**src/rtl/ifu_prefetch_queue_pkg.sv**
```systemverilog
// Shared constants for the instruction-fetch prefetch queue: IF->ID bus layout
// and the ebreak encoding recognised on fill.
package ifu_prefetch_queue_pkg;

    localparam int IFU_ADDR_W     = 32;
    localparam int IF_TO_ID_WIDTH = 33 + IFU_ADDR_W;

    localparam logic [31:0] EBREAK_INST = 32'h0010_0073;

    localparam int BUS_PC_LSB     = 0;
    localparam int BUS_INST_LSB   = IFU_ADDR_W;
    localparam int BUS_EBREAK_BIT = IF_TO_ID_WIDTH - 1;

    function automatic logic is_ebreak(input logic [31:0] inst);
        return inst == EBREAK_INST;
    endfunction

endpackage

```
**src/rtl/ifu_fetch_queue.sv**
```systemverilog
// In-order fetch buffer: entries are allocated at request time, filled in
// request order by responses and retired from the head.
module ifu_fetch_queue
    import ifu_prefetch_queue_pkg::*;
#(
    parameter int ADDR_W = 32,
    parameter int DEPTH  = 4
) (
    input  logic                         clk,
    input  logic                         rst,
    input  logic                         flush,
    input  logic                         alloc,
    input  logic [ADDR_W-1:0]            alloc_pc,
    input  logic                         fill,
    input  logic [31:0]                  fill_inst,
    input  logic                         deq,
    output logic                         head_filled,
    output logic [ADDR_W-1:0]            head_pc,
    output logic [31:0]                  head_inst,
    output logic                         head_ebreak,
    output logic                         fill_hi_word,
    output logic [$clog2(DEPTH+1)-1:0]   count,
    output logic [$clog2(DEPTH+1)-1:0]   pend_cnt
);

    localparam int PTR_W = $clog2(DEPTH);
    localparam int CNT_W = $clog2(DEPTH + 1);

    logic [ADDR_W-1:0] pc_q     [DEPTH];
    logic [31:0]       inst_q   [DEPTH];
    logic              ebreak_q [DEPTH];
    logic [DEPTH-1:0]  filled_q;
    logic [PTR_W-1:0]  head_q;
    logic [PTR_W-1:0]  tail_q;
    logic [PTR_W-1:0]  fptr_q;

    // Control state; a flush frees everything and realigns all pointers on tail.
    always_ff @(posedge clk) begin
        if (!rst) begin
            head_q   <= '0;
            tail_q   <= '0;
            fptr_q   <= '0;
            count    <= '0;
            pend_cnt <= '0;
            filled_q <= '0;
        end else if (flush) begin
            head_q   <= tail_q;
            fptr_q   <= tail_q;
            count    <= '0;
            pend_cnt <= '0;
            filled_q <= '0;
        end else begin
            if (alloc) tail_q <= tail_q + PTR_W'(1);
            if (fill) begin
                filled_q[fptr_q] <= 1'b1;
                fptr_q           <= fptr_q + PTR_W'(1);
            end
            if (deq) begin
                filled_q[head_q] <= 1'b0;
                head_q           <= head_q + PTR_W'(1);
            end
            count    <= count + CNT_W'(alloc) - CNT_W'(deq);
            pend_cnt <= pend_cnt + CNT_W'(alloc) - CNT_W'(fill);
        end
    end

    // Payload storage is never reset; validity lives only in filled_q.
    always_ff @(posedge clk) begin
        if (alloc) pc_q[tail_q] <= alloc_pc;
        if (fill) begin
            inst_q[fptr_q]   <= fill_inst;
            ebreak_q[fptr_q] <= is_ebreak(fill_inst);
        end
    end

    assign head_filled  = filled_q[head_q];
    assign head_pc      = pc_q[head_q];
    assign head_inst    = inst_q[head_q];
    assign head_ebreak  = ebreak_q[head_q];
    assign fill_hi_word = pc_q[fptr_q][2];

endmodule

```
**src/rtl/ifu_prefetch_queue.sv**
```systemverilog
// Decoupled IF stage: issues PC requests ahead of ID, buffers in-order
// responses and discards stale ones after a redirect by counting them.
module ifu_prefetch_queue
    import ifu_prefetch_queue_pkg::*;
#(
    parameter int                ADDR_W   = IFU_ADDR_W,
    parameter logic [ADDR_W-1:0] RESET_PC = 32'h8000_0000,
    parameter int                DEPTH    = 4,
    parameter int                MEM_DW   = 64
) (
    input  logic                  clk,
    input  logic                  rst,
    input  logic                  redirect_valid,
    input  logic [ADDR_W-1:0]     redirect_pc,
    output logic                  req_valid,
    input  logic                  req_ready,
    output logic [ADDR_W-1:0]     req_addr,
    input  logic                  resp_valid,
    input  logic [MEM_DW-1:0]     resp_data,
    input  logic                  id_allowin,
    output logic                  if_to_id_valid,
    output logic [32+ADDR_W:0]    if_to_id_bus,
    output logic [ADDR_W-1:0]     fetch_pc
);

    localparam int CNT_W = $clog2(DEPTH + 1);

    logic [CNT_W-1:0]  count;
    logic [CNT_W-1:0]  pend_cnt;
    logic [CNT_W-1:0]  drop_cnt;
    logic              credit_ok;
    logic              alloc;
    logic              fill;
    logic              deq;
    logic              head_filled;
    logic [ADDR_W-1:0] head_pc;
    logic [31:0]       head_inst;
    logic              head_ebreak;
    logic              fill_hi_word;
    logic [31:0]       fill_inst;

    // Discarded-but-outstanding responses still occupy a memory slot.
    assign credit_ok = ({1'b0, count} + {1'b0, drop_cnt}) < (CNT_W+1)'(DEPTH);
    assign req_valid = rst && !redirect_valid && credit_ok;
    assign req_addr  = fetch_pc;
    assign alloc     = req_valid && req_ready;

    assign fill      = resp_valid && (drop_cnt == '0) && !redirect_valid;
    assign fill_inst = fill_hi_word ? resp_data[63:32] : resp_data[31:0];

    assign if_to_id_valid = head_filled && !redirect_valid;
    assign deq            = if_to_id_valid && id_allowin;
    assign if_to_id_bus   = head_filled ? {head_ebreak, head_inst, head_pc} : '0;

    ifu_fetch_queue #(
        .ADDR_W (ADDR_W),
        .DEPTH  (DEPTH)
    ) u_queue (
        .clk          (clk),
        .rst          (rst),
        .flush        (redirect_valid),
        .alloc        (alloc),
        .alloc_pc     (fetch_pc),
        .fill         (fill),
        .fill_inst    (fill_inst),
        .deq          (deq),
        .head_filled  (head_filled),
        .head_pc      (head_pc),
        .head_inst    (head_inst),
        .head_ebreak  (head_ebreak),
        .fill_hi_word (fill_hi_word),
        .count        (count),
        .pend_cnt     (pend_cnt)
    );

    always_ff @(posedge clk) begin
        if (!rst) begin
            fetch_pc <= RESET_PC;
        end else if (redirect_valid) begin
            fetch_pc <= redirect_pc;
        end else if (alloc) begin
            fetch_pc <= fetch_pc + ADDR_W'(4);
        end
    end

    // A response arriving with the redirect is the oldest old-stream beat,
    // so it is netted out of the newly orphaned requests.
    always_ff @(posedge clk) begin
        if (!rst) begin
            drop_cnt <= '0;
        end else begin
            if (resp_valid) assert (drop_cnt != '0 || pend_cnt != '0);
            if (redirect_valid) begin
                drop_cnt <= drop_cnt + pend_cnt - CNT_W'(resp_valid);
            end else if (resp_valid && drop_cnt != '0) begin
                drop_cnt <= drop_cnt - CNT_W'(1);
            end
        end
    end

endmodule

```
**config.mk**
```make
export PLATFORM = sky130hd
export DESIGN_NAME = ifu_prefetch_queue
export DESIGN_NICKNAME = d
export VERILOG_FILES = /design/src/rtl/ifu_prefetch_queue_pkg.sv /design/src/rtl/ifu_fetch_queue.sv /design/src/rtl/ifu_prefetch_queue.sv
export SDC_FILE = /design/constraint.sdc
export NUM_CORES = 1
export LEC_CHECK = 0
export CAP_MARGIN = 20
export CELL_PAD_IN_SITES_DETAIL_PLACEMENT = 0
export CELL_PAD_IN_SITES_GLOBAL_PLACEMENT = 1
export CORE_AREA = 2 2 283 145
export DETAILED_ROUTE_END_ITERATION = 6
export DIE_AREA = 0 0 285 147
export GPL_ROUTABILITY_DRIVEN = 0
export PLACE_DENSITY_LB_ADDON = 0.1
export SLEW_MARGIN = 20
export SYNTH_ARGS = -nofsm -noshare
export SYNTH_HDL_FRONTEND = slang
export SYNTH_SLANG_ARGS = --single-unit
```
**constraint.sdc**
```tcl
create_clock -name clk -period 2.9 [get_ports clk]
set_clock_uncertainty 0.15 [all_clocks]
set_input_delay 0.435 -clock clk [delete_from_list [all_inputs] [get_ports clk]]
set_output_delay 0.435 -clock clk [all_outputs]
set_load 0.05 [all_outputs]
```
Yosys cells after proc, flatten, opt, wreduce, memory -nomap -nowiden
Memories as Yosys holds them, arrays and structs flattened. A register that Yosys moved wholly into a read port is not among the register bits. Cells that the tools add are included.

Bits in registers: 51. Bits in writable memories: 260. Output and inout bits: 131. Memories: 3.

Memories: u_queue.inst_q (depth 4, width 32, read ports 1, clocked after memory_dff 1, wr ports 1, line ifu_fetch_queue.sv:30) `logic [31:0] inst_q [DEPTH];`; u_queue.pc_q (depth 4, width 32, read ports 2, clocked after memory_dff 2, wr ports 1, line ifu_fetch_queue.sv:29) `logic [ADDR_W-1:0] pc_q [DEPTH];`; u_queue.ebreak_q (depth 4, width 1, read ports 1, clocked after memory_dff 1, wr ports 1, line ifu_fetch_queue.sv:31) `logic ebreak_q [DEPTH];`.

Add/subtract/negate cells: 12. Order comparisons: 5. Eq/ne operators: 1. Muxes and demuxes: 32. Bitwise gates (word level): 5. Reductions and logical operators: 19.

Operators by type and width (number): two-way mux 32 bit (3); two-way mux 65 bit (1); adder 32 x 3 -> 32 bit, second input constant (1); equality test 32 x 21 -> 1 bit, second input constant (1); two-way mux 2 bit (12); two-way mux 4 bit (4); logical AND 1 bit (10); subtractor 3 x 1 -> 3 bit (3); nonzero test 2 bit (4); two-way mux 1 bit (7); adder 2 x 1 -> 2 bit, second input constant (3); adder 3 x 1 -> 3 bit (2); less-than comparator 2 x 3 -> 1 bit, second input constant (2); two-way mux 3 bit (2); adder 3 x 3 -> 4 bit (1); AND 4 bit (1); demux 1 bit (select 2 bit) (2); greater-or-equal comparator 2 x 1 -> 1 bit, second input constant (2); less-than comparator 4 x 3 -> 1 bit, second input constant (1); NOT 4 bit (1); bitwise OR 4 bit (1); adder 3 bit (1); logical NOT 3 bit (1); nonzero test 3 bit (1); other kinds (6) (7).

Logic depth before layout (Yosys ltp)
Gate-level depths: netlist of run 1.

Depth after elaboration: 10. Gate-level depth with buffers: 11. Mapped depth without buffers: 11.

Hierarchy
Synthesis of run 1 repeated with hierarchy kept, for this count alone.

Cells, all modules: 861. Area, all modules: 13741.9 µm².

By module, submodules not included: ifu_fetch_queue (instances 1, cells each 449, area each 10515.1 µm², sequential area each 8207.9 µm²); ifu_prefetch_queue (instances 1, cells each 412, area each 3226.8 µm², sequential area each 700.7 µm²).

Least setup slack after synthesis of run 1
OpenSTA, ideal clock, no wires.

Path type: reg-to-reg. From: register u_queue.count[2]. To: memory u_queue.pc_q[1][0], enable pin. Arrival time: 2325 ps. Slack: 33 ps. Stages on the path, launching flop included: 7. Path buffers: 1. Clock period less this slack: 2867 ps. Cell sequence: dfxtp_1 -> ha_1 -> nor3_1 -> nand3_1 -> inv_2 -> clkbuf_1 -> and2_1.

Longest elaborated chain between the ends: 6.

RTL lines: start, declared (line ifu_fetch_queue.sv:22) `output logic [$clog2(DEPTH+1)-1:0] count,`; start signal, assigned (line ifu_fetch_queue.sv:62) `count <= count + CNT_W'(alloc) - CNT_W'(deq);`; adder 3 x 3 -> 4 bit (line ifu_prefetch_queue.sv:43) `assign credit_ok = ({1'b0, count} + {1'b0, drop_cnt}) < (CNT_W+1)'(DEPTH);`; less-than comparator 4 x 3 -> 1 bit (line ifu_prefetch_queue.sv:43); logical AND 1 bit (line ifu_prefetch_queue.sv:44) `assign req_valid = rst && !redirect_valid && credit_ok;`; logical AND 1 bit (line ifu_prefetch_queue.sv:46) `assign alloc = req_valid && req_ready;`; two-way mux 1 bit (line ifu_fetch_queue.sv:69) `if (alloc) pc_q[tail_q] <= alloc_pc;`; two-way mux 1 bit (implied by the code) (line ifu_fetch_queue.sv:69); end, declared (line ifu_fetch_queue.sv:29).

No other way between the ends.

Final worst setup path of run 1
From: register u_queue.head_q[0]. To: output if_to_id_bus[32].

Longest elaborated chain between the ends: 3.

RTL lines: start, declared (line ifu_fetch_queue.sv:33) `logic [PTR_W-1:0] head_q;`; start signal, assigned (line ifu_fetch_queue.sv:47) `head_q <= tail_q;`; start signal, assigned (line ifu_fetch_queue.sv:60) `head_q <= head_q + PTR_W'(1);`; binary-select mux 1 bit (select 2 bit) (line ifu_fetch_queue.sv:76) `assign head_filled = filled_q[head_q];`; two-way mux 1 bit (implied by the code) (line ifu_fetch_queue.sv:76); two-way mux 65 bit (line ifu_prefetch_queue.sv:53) `assign if_to_id_bus = head_filled ? {head_ebreak, head_inst, head_pc} : '0;`; end, declared (line ifu_prefetch_queue.sv:22) `output logic [32+ADDR_W:0] if_to_id_bus,`.

No other way between the ends. The select of a mux whose other input is x is not followed.

==> results.ini, run 1 <==
[detailed_routing]
dr.pass1.iters=4
drt_wl_total_um=38500
drt_iter0_markers=742
ant_nets=0
drc=0
avgRoutedWirePerCell_um=22.9
via_per_inst=5.02
via_count=8453

[place]
portBuffers=232
hpwlAfterDp_um=25800

[sta]
hold_ws_ns=0.334
fin_setup_tns_ns=0
fin_crit_sh_pct=97.2
max_freq_mhz=355
tightest_slew_ns=0.872
rsz0062_at_grt=false
setup_violations=0
hold_viol=0
fin_crit_ns=2.82
slew_violations=0
maxSlewHeadroom_pct=41.8

[floorplanning]
fp.dieW_um=285
core_area_mm2=0.0397
rows=52
die-area_mm2=0.0419
die_h_um=147
initial_utilization_pct=34.5
ios=233

[cts]
cts_buffer_depth=3
clk-insertion-delay-late_ns=0.57
cts.clk_slew.worst_paths_ns=0.07
cts_tree=done
cts.sinks=315
root_buffer=clkbuf_16
htree_levels=1
cts_setup_buffers=0
cts_buffers=30

[status]
status=completed

[setup_path]
start_kind=register
required_ns=2.32
worstPathCellList=mux4_2 -> buf_16 -> and2_1 -> buf_4
crit_buf_inv=2
cp_top_family=multiplexers
rrSetupSlack_ns=0.23
setup.worst_path.class=register to primary output
end_kind=primary output
r2r_cells=6
slowest_stage=mux4_2
crit_start=u_queue.head_q[0]
max_stage_delay_ns=0.62
reg2reg_from=fetch_pc[3]
arrival_ns=2.23
r2r-end=fetch_pc[30]
worstPathMaxFanout=34

[job]
drv_cap=0

[global_route]
grt_max_degree=68
grt_first_pass_wirelength_um=56700
track_usage_pct=18.1
grt_remaining_overflow=0
first_global_vias=8466
antenna_found_initial=2

[final_layout]
final_util_pct=45.7
final_common_cell=edfxtp_1
final_cell_mix=260 x edfxtp_1, 165 x clkdlybuf4s50_1, 80 x buf_4
fillers=3565
drive_gt1_share_pct=25.3
fin_nets=1249
syn2layout_area_growth_pct=32.5

[pwr]
cellPowerDensity_mw_per_mm2=614
p_leak_nw=6.14
ir_drop_mv=0.490

[hold_path]
holdPathEnd=fetch_pc[15]
holdCritStartpoint=redirect_pc[15]
hold_path_class=input pin to register
whs_path_depth=3

[synthesis]
synth-edff-count=260
yosys_warnings=0
synthTopCellsByArea=edfxtp_1 57%, mux4_2 11%, dfxtp_1 8.0%
synthDistinctLibCells=53
synth_top_area_cell=edfxtp_1
syn_avg_cell_area_um2=15.7
async_flop_share_pct=0
synth_top_area_share_pct=57.0
syn-num-nets=1002
syn-cell-area_mm2=0.0137
yosysSeqAreaShare_pct=65.0
synth_cells=873
synth_flop_cell=edfxtp_1
synth_seq_cells=315

## registers in the layout, indices dropped and copies added, names as in the netlist, named ones only
signal	count
drop_cnt	3
u_queue.fptr_q	2
u_queue.pend_cnt	3
u_queue.head_q	2
u_queue.ebreak_q	4
u_queue.count	3
u_queue.pc_q	128
u_queue.inst_q	128
u_queue.tail_q	2
u_queue.filled_q	4
fetch_pc	32
## per-stage QoR
step | worst slack [ns] | cell area, µm² | std cells | power (W)
after floorplan | 0.0334 | 13700 | 873 | 0.00639
after global placement | 0.155 | 17100 | 1626 | 0.00712
after detailed placement | 0.145 | 17100 | 1626 | 0.00712
after CTS | 0.0245 | 18100 | 1683 | 0.0113
after global routing | 0.00585 | 18200 | 1685 | 0.0116
final | 0.0807 | 18200 | 1685 | 0.0111
## worst max-delay path by stage
stage / end / slack, ns / cells past startpoint
CTS: if_to_id_bus[32] / 0.02 / 4
floorplan: u_queue.pc_q[1][0] / 0.03 / 6
global placement: drop_cnt[2] / 0.16 / 11
finish: if_to_id_bus[32] / 0.08 / 4
global route: if_to_id_bus[32] / 0.006 / 4
detailed placement: drop_cnt[2] / 0.14 / 11
## what timing repair did
action,in CTS,in global routing
pin swaps,0,0
resized for setup,3,3
endpoints found under the setup margin,54,4
gates cloned,1,1
hold buffers,0,0
## cells in the mapped netlist (all sizes together) (2+ instances only)
| cell type | n |
|---|---|
| mux2 | 33 |
| nand2 | 32 |
| o21ai | 30 |
| xnor2 | 20 |
| o211ai | 2 |
| mux4 | 67 |
| and4 | 6 |
| fa | 3 |
| mux2i | 2 |
| nor4b | 7 |
| a211oi | 6 |
| clkbuf | 29 |
| edfxtp | 260 |
| or4 | 5 |
| nand4 | 14 |
| and4b | 2 |
| or2 | 2 |
| inv | 23 |
| nand3 | 18 |
| dfxtp | 55 |
| nor2 | 23 |
| o31ai | 5 |
| a31oi | 11 |
| or3 | 6 |
| a21oi | 22 |
| xor2 | 6 |
| and3 | 9 |
| nor3 | 6 |
| ha | 24 |
| o311ai | 2 |
| nor4 | 14 |
| buf | 44 |
| and2 | 75 |
## tightest hold or removal path, cell delays in order
cell and delay, ns:
clkdlybuf4s50_1 0.41, nand2_1 0.07, a31oi_1 0.08
## routing by layer
layer	up-vias	part of all wire, %	global-route usage [%]	wire [µm]
met5	-	0	0	0
met4	0	1.7	3.19	647
met3	40	4.3	2.93	1650
met2	174	40	24.5	15500
met1	4384	54	30.3	20800
li1	3855	-	-	-
## power by group
group	total (W)	internal, W	switching (W)
combinational	0.00178	0.000766	0.00101
sequential	0.00525	0.00514	0.000114
clock	0.00411	0.00232	0.00179
total	0.0111	0.00823	0.00291
## logic make-up (layout without fill, tap and decap cells)
group                    after synthesis  after routing  synth area share (%)
AO/OA/AOI/OAI                         83             83                  3.55
multiplexers                         102            102                  13.9
XOR/XNOR                              26             26                  1.66
buffers and inverters                 98            369                  3.74
other                                  0              1                     0
flip-flops                           315            315                  65.0
AND/OR/NAND/NOR                      222            222                  9.51
adder cells (fa/ha/maj)               27             27                  2.63
## area by class of cell
type | instances | area, µm² | share of cell area, %
Clock buffer | 34 | 787 | 4.33
Inverter | 23 | 86.3 | 0.476
Timing Repair Buffer | 290 | 3170 | 17.5
Clock inverter | 22 | 228 | 1.25
Tap cell | 540 | 676 | 3.72
Multi-Input combinational cell | 460 | 4290 | 23.6
Sequential cell | 315 | 8920 | 49.1
Antenna cell | 1 | 2.50 | 0.0138
Note: power is estimated with default switching activity, not from simulation.
==> run 2, diff against run 1 <==
--- a/config.mk
+++ b/config.mk
@@ -11,7 +11,6 @@
 export CORE_AREA = 2 2 283 145
 export DETAILED_ROUTE_END_ITERATION = 6
 export DIE_AREA = 0 0 285 147
-export GPL_ROUTABILITY_DRIVEN = 0
 export PLACE_DENSITY_LB_ADDON = 0.1
 export SLEW_MARGIN = 20
 export SYNTH_ARGS = -nofsm -noshare
==> results of run 2 <==
Final layout, timing and power as in run 1 (identical DEF).
==> run 3, diff against run 2 <==
--- a/config.mk
+++ b/config.mk
@@ -16,3 +16,4 @@
 export SYNTH_ARGS = -nofsm -noshare
 export SYNTH_HDL_FRONTEND = slang
 export SYNTH_SLANG_ARGS = --single-unit
+export TNS_END_PERCENT = 20
==> run 3 against run 2 <==
Net effect: sequential share of layout area unchanged; first-iteration DRC count down 0.27%; count of clock-buffer cells in the layout unchanged; critical path depth unchanged; hold slack about the same; largest cell class unchanged; non-clock buffer count unchanged; global-route usage unchanged; wire length about the same; register-to-register slack about the same; utilization unchanged; fmax about the same.
==> results.ini, run 3 (synthesis gave the netlist of run 1 again) <==
[pwr]
cellPowerDensity_mw_per_mm2=614  ; about the same
p_leak_nw=6.14  ; unchanged
finalPower_w=0.0111  ; about the same
power_frac_comb_pct=15.9  ; about the same
internal-power_w=0.00823  ; about the same
ir_drop_mv=0.490  ; about the same
switching_share_pct=26.2  ; +0.055 points
power_frac_seq_pct=47.1  ; about the same
switchingPower_w=0.00292  ; +0.29%
clockPowerShare_pct=36.9  ; about the same

[cts]
clk-insertion-delay-late_ns=0.57  ; about the same
htree_levels=1  ; unchanged
cts_tree=done
cts.clk_slew.worst_paths_ns=0.07  ; about the same
cts_buffers=30  ; unchanged
root_buffer=clkbuf_16
cts.sinks=315  ; unchanged
cts_buffer_depth=3  ; unchanged

[floorplanning]
die-area_mm2=0.0419  ; unchanged
ios=233  ; unchanged
initial_utilization_pct=34.5  ; unchanged
fp.dieW_um=285  ; unchanged
rows=52  ; unchanged
core_area_mm2=0.0397  ; unchanged
die_h_um=147  ; unchanged

[sta]
setup_violations=0  ; unchanged
fin_crit_sh_pct=97.2  ; about the same
slew_violations=0  ; unchanged
maxSlewHeadroom_pct=42.1  ; +0.26 points
hold_ws_ns=0.334  ; +0.000326 ns
fin_ws_ns=0.0800  ; -0.000686 ns
tightest_slew_ns=0.869  ; -0.00386 ns
max_freq_mhz=355  ; about the same
fin_crit_ns=2.82  ; +0.000686 ns
rsz0062_at_grt=false
hold_viol=0  ; unchanged

[place]
dp_slack_ns=0.145  ; unchanged
gp_congestion=0.775
portBuffers=232  ; unchanged
hpwlAfterDp_um=25800  ; unchanged

[global_route]
track_usage_pct=18.1  ; unchanged
first_global_vias=8466  ; unchanged
grt_max_degree=68  ; unchanged
antenna_found_initial=2  ; unchanged
grt_remaining_overflow=0  ; unchanged
grt_first_pass_wirelength_um=56700  ; about the same

[final_layout]
seqCellArea_mm2=0.00892  ; unchanged
top_regs=u_queue.inst_q x128, u_queue.pc_q x128, fetch_pc x32
multiInputGateArea_mm2=0.00429  ; unchanged
final_common_cell=edfxtp_1
syn2layout_area_growth_pct=32.5  ; unchanged
fin_nets=1249  ; unchanged
drive_gt1_share_pct=25.3  ; unchanged
final_cell_mix=260 x edfxtp_1, 165 x clkdlybuf4s50_1, 80 x buf_4
fillers=3565  ; unchanged

[setup_path]
setup.worst_path.class=register to primary output
required_ns=2.32  ; about the same
end_kind=primary output
arrival_ns=2.24  ; about the same
worstPathMaxFanout=34  ; unchanged
start_kind=register

[detailed_routing]
via_count=8428  ; -0.30%
dr.pass1.iters=5  ; +1
ant_nets=0  ; unchanged
drt_wl_total_um=38500  ; about the same
drt_iter0_markers=740  ; -0.27%
drc=0  ; unchanged
avgRoutedWirePerCell_um=22.9  ; about the same
via_per_inst=5.00  ; -0.30%

[job]
drv_cap=0  ; unchanged

[hold_path]
hold_path_class=input pin to register

[status]
status=completed

[run 3: cell counts in the layout (fill, tap and decap cells not counted)]
Identical to the previous run, type by type.
[run 3: worst paths after layout]
check	cells after the start	endpoint	slack, ns	startpoint
worst max-delay path	4	if_to_id_bus[32]	0.08	u_queue.head_q[0]
worst min-delay path	3	fetch_pc[19]	0.33	redirect_pc[19]
worst max register to register	6	fetch_pc[30]	0.22	fetch_pc[3]
worst min register to register	2	u_queue.filled_q[0]	0.35	u_queue.filled_q[0]
[run 3: critical path, stage by stage, from the launching register on]
cell     delay [ns]
dfxtp_2        0.37
mux4_2         0.62
buf_16         0.25
and2_1         0.21
buf_4          0.20
[run 3: per-stage QoR]
stage	instances	setup TNS, ns	utilization (%)	instance area, µm²
5_1_grt	1685	0	45.7	18200
3_3_place_gp	1626	0	43.0	17100
6_report	1685	0	45.7	18200
2_1_floorplan	873	0	-	13700
3_5_place_dp	1626	0	43.0	17100
4_1_cts	1683	-0.00116	45.6	18100
[run 3: power groups by stage]
stage | registers, W | clock network, W | logic, W
2_1_floorplan | 0.00544 | 0 | 0.000951
3_3_place_gp | 0.00535 | 0 | 0.00177
3_5_place_dp | 0.00535 | 0 | 0.00177
4_1_cts | 0.00526 | 0.00423 | 0.00179
5_1_grt | 0.00527 | 0.00440 | 0.00192
6_report | 0.00525 | 0.00412 | 0.00178
[run 3: per-layer routing]
metal	part of all wire [%]	global-route usage [%]	vias to the layer above	wire (µm)
met2	40	24.5	168	15400
met3	4.0	2.93	40	1550
met5	0	0	-	0
li1	-	-	3852	-
met1	54	30.3	4368	20900
met4	1.7	3.19	0	647
[run 3: layout make-up]
class	count	share of cell area, %
timing repair buffer	290	17.5
clock buffer	34	4.33
tap	540	3.72
multi-input combinational	460	23.6
antenna	1	0.0138
inverter	23	0.476
clock inverter	22	1.25
sequential	315	49.1
[run 3: what timing repair did]
action | 4_1_cts | 5_1_grt
gates resized for setup | 2 | 4
setup endpoints to repair | 54 | 5
cloned | 1 | 1
hold buffers | 0 | 0
buffers inserted | 0 | 0
